===== src/rtl/cla_pipelined_addsub.sv =====
// Segmented pipelined adder/subtractor: one SW-bit segment resolved per stage,
// with the carry handed forward in a register and a valid/ready handshake.
module cla_pipelined_addsub #(
    parameter int W = 128,
    parameter int S = 4
) (
    input  logic         clk,
    input  logic         rstn,
    input  logic [W-1:0] op1,
    input  logic [W-1:0] op2,
    input  logic         sub,
    input  logic         cin,
    input  logic         in_valid,
    output logic         in_ready,
    output logic [W-1:0] res,
    output logic         cout,
    output logic         ovf,
    output logic         out_valid,
    input  logic         out_ready
);
    localparam int SW = W / S;

    if (S < 1 || S > W || (W % S) != 0) begin : g_param_check
        $error("cla_pipelined_addsub: W must be a multiple of S and 1 <= S <= W");
    end

    // Each stage carries the full-width operands so later segments and the
    // MSBs needed for overflow travel with their transaction.
    typedef struct packed {
        logic         vld;
        logic         cy;
        logic [W-1:0] sum;
        logic [W-1:0] a;
        logic [W-1:0] b;
    } stage_t;

    logic   en;
    stage_t last_q;

    for (genvar k = 0; k < S; k++) begin : g_stage
        stage_t      prev;
        stage_t      stage_d;
        stage_t      stage_q;
        logic [SW:0] seg_sum;

        if (k == 0) begin : g_in
            always_comb begin
                prev     = '0;
                prev.vld = in_valid;
                prev.cy  = cin ^ sub;
                prev.a   = op1;
                prev.b   = sub ? ~op2 : op2;
            end
        end else begin : g_chain
            assign prev = g_stage[k-1].stage_q;
        end

        assign seg_sum = {1'b0, prev.a[k*SW +: SW]}
                       + {1'b0, prev.b[k*SW +: SW]}
                       + {{SW{1'b0}}, prev.cy};

        always_comb begin
            stage_d                   = prev;
            stage_d.cy                = seg_sum[SW];
            stage_d.sum[k*SW +: SW]   = seg_sum[SW-1:0];
        end

        // NOTE: non-blocking assignments keep every stage sampling its
        // predecessor's pre-edge value; blocking here would collapse the pipe.
        // NOTE: data is reset along with valid so res/cout/ovf read 0 in reset,
        // which the downstream mux relies on.
        always_ff @(posedge clk or negedge rstn) begin
            if (!rstn) begin
                stage_q <= '0;
            end else if (en) begin
                stage_q <= stage_d;
            end
        end
    end

    assign last_q    = g_stage[S-1].stage_q;

    // One global enable: any stall at the output freezes the whole pipe.
    assign en        = ~last_q.vld | out_ready;
    assign in_ready  = en;

    assign out_valid = last_q.vld;
    assign res       = last_q.sum;
    assign cout      = last_q.cy;
    assign ovf       = (last_q.a[W-1] == last_q.b[W-1]) && (last_q.sum[W-1] != last_q.a[W-1]);

endmodule


===== config.mk =====
export PLATFORM = sky130hd
export DESIGN_NAME = cla_pipelined_addsub
export DESIGN_NICKNAME = d
export VERILOG_FILES = /design/src/rtl/cla_pipelined_addsub.sv
export SDC_FILE = /design/constraint.sdc
export NUM_CORES = 2
export LEC_CHECK = 0
export CAP_MARGIN = 20
export CELL_PAD_IN_SITES_DETAIL_PLACEMENT = 1
export CELL_PAD_IN_SITES_GLOBAL_PLACEMENT = 2
export CORE_UTILIZATION = 42
export CTS_CLUSTER_DIAMETER = 60
export DETAILED_ROUTE_END_ITERATION = 10
export DONT_BUFFER_PORTS = 1
export GPL_TIMING_DRIVEN = 0
export PLACE_DENSITY_LB_ADDON = 0.1
export SLEW_MARGIN = 10
export SYNTH_ARGS = -nofsm -noshare
export SYNTH_HDL_FRONTEND = slang
export SYNTH_SLANG_ARGS = --single-unit

===== constraint.sdc =====
create_clock -name clk -period 4.9 [get_ports clk]
set_input_delay 0.735 -clock clk [delete_from_list [all_inputs] [get_ports clk]]
set_output_delay 0.735 -clock clk [all_outputs]
set_load 0.05 [all_outputs]

# Yosys cells after proc, flatten, opt, wreduce, memory -nomap -nowiden
# Cells that the tools add are included.
[word_totals]
out_inout_bits = 132
reg_bits = 1352
inputBits = 262
elab_cells = 36
[op_classes]
bitwise = 4
reduce_logical = 1
n_addsub = 8
eq_ne = 2
muxes = 1
[ops]
columns = ["op", "count"]
rows = [
  ["adder 32 x 32 -> 33 bit", 4],
  ["adder 33 x 1 -> 33 bit", 4],
  ["two-way mux 128 bit", 1],
  ["NOT 128 bit", 1],
  ["equality test 1 bit", 1],
  ["logical AND 1 bit", 1],
  ["!= test 1 bit", 1],
  ["NOT 1 bit", 1],
  ["bitwise OR 1 bit", 1],
  ["bitwise XOR 1 bit", 1],
]

# Depth between registers and ports, before layout
[logic_depth]
ltp_word = 4
depth_mapped = 16
ltp_nobuf = 13

# Worst setup path before layout
# OpenSTA, ideal clock, no wires.
[synth_timing]
path_type = "in2reg"
start = "input port sub"
end = "register g_stage[0].stage_q[284] (netlist bit)"
n_path_buf = 3
stages = 16
setup_time_ns = 0.129
path_slack_ns = 0.833
arrival_ns = 3.938
path_cell_list = "clkbuf_1 -> clkbuf_1 -> buf_1 -> xor2_1 -> fa_1 -> inv_1 -> fa_1 -> nor2b_1 -> o31a_1 -> o21ai_1 -> a21oi_1 -> o221ai_1 -> o311ai_1 -> a31oi_1 -> xor2_1 -> o21ai_1"
[synth_between]
elab_chain_len = 3
[synth_lines]
columns = ["element", "line_no", "rtl"]
rows = [
  ["from (decl)", "11", "input logic sub,"],
  ["two-way mux 128 bit", "52", "prev.b = sub ? ~op2 : op2;"],
  ["adder 32 x 32 -> 33 bit", "59", "+ {1'b0, prev.b[k*SW +: SW]}"],
  ["adder 33 x 1 -> 33 bit *", "60", "+ {{SW{1'b0}}, prev.cy};"],
  ["to (signal assigned)", "76", "stage_q <= stage_d;"],
  ["to (decl)", "43", "stage_t stage_q;"],
]
# Every way passes the cells marked *; elsewhere a longest branch is shown, timed or not.
# A chain may end at the register's enable or synchronous reset.

# Worst setup path in the final report
[layout_timing]
start = "input port sub"
end = "register g_stage[0].stage_q[283] (netlist bit)"
# Same word-level chain as after synthesis.

==> flow_metrics.env <==
export IMPL_status="finished, final reports clean"
export IMPL_ioPinCount=394
export IMPL_ys_async_sr_fraction=1.00
export IMPL_drt_initial_drc_count=1371
export IMPL_yosys_warnings=0
export IMPL_first_pass_iters=4
export IMPL_cp_end_kind="flop"
export IMPL_syn_area_um2=34700
export IMPL_place_gp_congestion=0.848
export IMPL_p_comb_frac=0.441
export IMPL_seqPwrFrac=0.338
export IMPL_syn_to_final_growth_pct=13.1
export IMPL_final_common_cell="nand2_1"
export IMPL_finalPower_mw=30.4
export IMPL_syn_inst=3985
export IMPL_peakVddDrop_mv=0.333
export IMPL_pwr_density_cell_nw_per_um2=775
export IMPL_ys_types=74
export IMPL_htree_levels=3
export IMPL_path_clk_slew_ns=0.06
export IMPL_p_int_mw=17.2
export IMPL_path_class="in -> reg"
export IMPL_finalNetCount=4477
export IMPL_final_util=0.479
export IMPL_syn_avg_cell_area_um2=8.70
export IMPL_fmax_mhz=223
export IMPL_drcViolationCount=0
export IMPL_synth_seq_area_share=0.515
export IMPL_cts_root_buf="clkbuf_16"
export IMPL_core_um2=81800
export IMPL_crit_arrival_ns=4.95
export IMPL_core_rowCount=105
export IMPL_cts_inserted_buffers=87
export IMPL_p_switching_mw=13.3
export IMPL_io_buffers=0
export IMPL_yosysTopAreaCell="dfrtp_1"
export IMPL_relSlewSlack=0.230
export IMPL_dieHeight_um=289
export IMPL_via_count=26700
export IMPL_initial_core_util=0.424
export IMPL_ys_flop_type="dfrtp_1"
export IMPL_wl_um=105000
export IMPL_grt_overflow=0
export IMPL_netlist_area_leader_share=0.515
export IMPL_min_period_ns=4.48
export IMPL_final_hold_violation_count=0
export IMPL_cp_max_fo=10
export IMPL_die_area_um2=83700
export IMPL_track_usage=0.252
export IMPL_synth_edf_count=0
export IMPL_antenna_found_initial=12
export IMPL_cts_sinks=714
export IMPL_vias_per_cell=5.10
export IMPL_skew_ns=0.0230
export IMPL_cp_required_ns=5.37
export IMPL_p_clk_frac=0.221
export IMPL_swShare=0.436
export IMPL_tightest_slew_ns=1.15
export IMPL_grt_pass1_wl_um=161000
export IMPL_p_leak_nw=19.4
export IMPL_start_kind="primary input"
export IMPL_post_dp_hpwl_um=76900
export IMPL_die_w_um=289
export IMPL_syn_nets=4379
export IMPL_maxCapViolCount=0
export IMPL_clkLatencyLatePin_ns=0.63
export IMPL_final_antenna_net_count=0
export IMPL_fin_crit_sh=0.914
export IMPL_cts_path_max_buffers=3
export IMPL_wl_per_cell_um=20.1
export IMPL_synth_area_leaders="dfrtp_1, nand2_1, ha_1"
export IMPL_cts_tree="done"
export IMPL_hold_path_class="in -> async"
export IMPL_setup_viol=0
export IMPL_rsz0062_at_grt="no"
export IMPL_final_cell_mix="nand2_1, dfrtp_1, clkbuf_1"
export IMPL_grt_pass1_vias=27600
export IMPL_drive_gt1_frac=0.0744
export IMPL_slew_violations=0
export IMPL_synth_seq_cells=714
export IMPL_grt_max_degree=715
export IMPL_postCtsSetupBuffers=0
[sequential cells by signal, indices dropped and copies added (netlist names)]
register         count
g_stage.stage_q    584
cout                 1
res                128
out_valid            1
[critical path, stage by stage]
cell       delay (ns)
clkbuf_1         0.11
clkbuf_2         0.44
buf_1            0.58
xor2_1           0.28
ha_1             0.43
and2_1           0.20
nand3_1          0.13
a2111oi_0        0.83
o211ai_1         0.23
a21oi_1          0.31
nor2_1           0.11
o31ai_1          0.25
xnor2_1          0.18
a21oi_1          0.09
[stage by stage]
| stage | TNS [ns] | instance area [µm²] | worst slack [ns] | hold WS (ns) | std cells |
|---|---|---|---|---|---|
| after floorplan | 0 | 34700 | 0.833 | 0.430 | 3985 |
| after global placement | -38.61 | 36000 | -1.80 | 0.447 | 5055 |
| after detailed placement | -5.86 | 36100 | -0.755 | 0.455 | 5058 |
| after CTS | 0 | 39100 | 0.0874 | -0.222 | 5217 |
| after global routing | 0 | 39200 | 0.0869 | 0.189 | 5227 |
| final | 0 | 39200 | 0.419 | 0.162 | 5228 |
[power by group through the flow]
stage / logic [mW] / registers [mW] / clock network (mW)
2_1_floorplan: 10.4 / 9.71 / 0
3_3_place_gp: 13.1 / 10.3 / 0
3_5_place_dp: 13.3 / 10.4 / 0
4_1_cts: 13.4 / 10.3 / 6.88
5_1_grt: 15.0 / 10.6 / 7.09
6_report: 13.4 / 10.3 / 6.71
[synthesized netlist by cell type, types with 4 or more instances]
library cell  instances
a211o_1               8
a211oi_1             14
a21o_1               66
a21oi_1             192
a221oi_1              4
a31oi_1              10
and2_1                8
and3_1               11
and4_1                4
buf_1                12
buf_4               128
clkbuf_1            193
dfrtp_1             714
fa_1                  8
ha_1                124
inv_1                24
nand2_1            1699
nand2b_1             19
nand3_1              29
nand4_1              17
nor2_1              119
nor2b_1              10
nor3_1               13
o211ai_1              7
o21a_1               12
o21ai_0             182
o21ai_1              25
o21bai_1             15
o31ai_1              12
xnor2_1             154
xor2_1               81
[cells by family (layout without fill, tap and decap cells)]
| family | count (synthesis) | after routing | share of synthesized area |
|---|---|---|---|
| and+or+nand+nor | 1947 | 1947 | 0.220 |
| muxes | 1 | 1 | 0.000289 |
| xor gates and xnor gates | 235 | 235 | 0.0593 |
| AOI/OAI and AO/OA | 598 | 598 | 0.104 |
| DFF | 714 | 714 | 0.515 |
| buffers and inverters | 358 | 526 | 0.0526 |
| other | 0 | 5 | 0 |
| adders and majority gates | 132 | 132 | 0.0493 |
[layer usage]
metal | vias up | part of all wire | global-route usage
li1 | 13000 | - | -
met1 | 13100 | 0.45 | 0.334
met2 | 447 | 0.47 | 0.415
met3 | 139 | 0.048 | 0.0494
met4 | 10 | 0.027 | 0.0751
met5 | - | 0.00068 | 0
[cell type report]
class,count,area (µm²)
fill,9653,42600
sequential,714,17900
multi-input combinational,2913,15000
clock buffer,117,2480
buffer,333,1750
tap,1070,1340
clock inverter,42,505
timing repair buffer,10,193
inverter,24,90.1
antenna,5,12.5
[path summary, 6_finish.rpt]
| kind | endpoint | from | slack [ns] | cells past startpoint |
|---|---|---|---|---|
| worst max-delay path | g_stage[0].stage_q[283] | sub | 0.42 | 14 |
| worst min-delay path | g_stage[0].stage_q[107] | rstn | 0.16 | 1 |
| worst max register to register | g_stage[2].stage_q[126] | out_valid | 1.12 | 7 |
| worst min register to register | res[78] | g_stage[2].stage_q[334] | 0.46 | 2 |
| max in group asynchronous | g_stage[0].stage_q[176] | rstn | 2.47 | 3 |
| min in group clk | g_stage[0].stage_q[385] | in_valid | 0.21 | 2 |
[what timing repair did]
item | CTS | global route
endpoints found under the hold margin | 714 | 2
gates resized for setup | 5 | 1
setup endpoints to repair | 2 | 2
(Power assumes the default switching activity.)
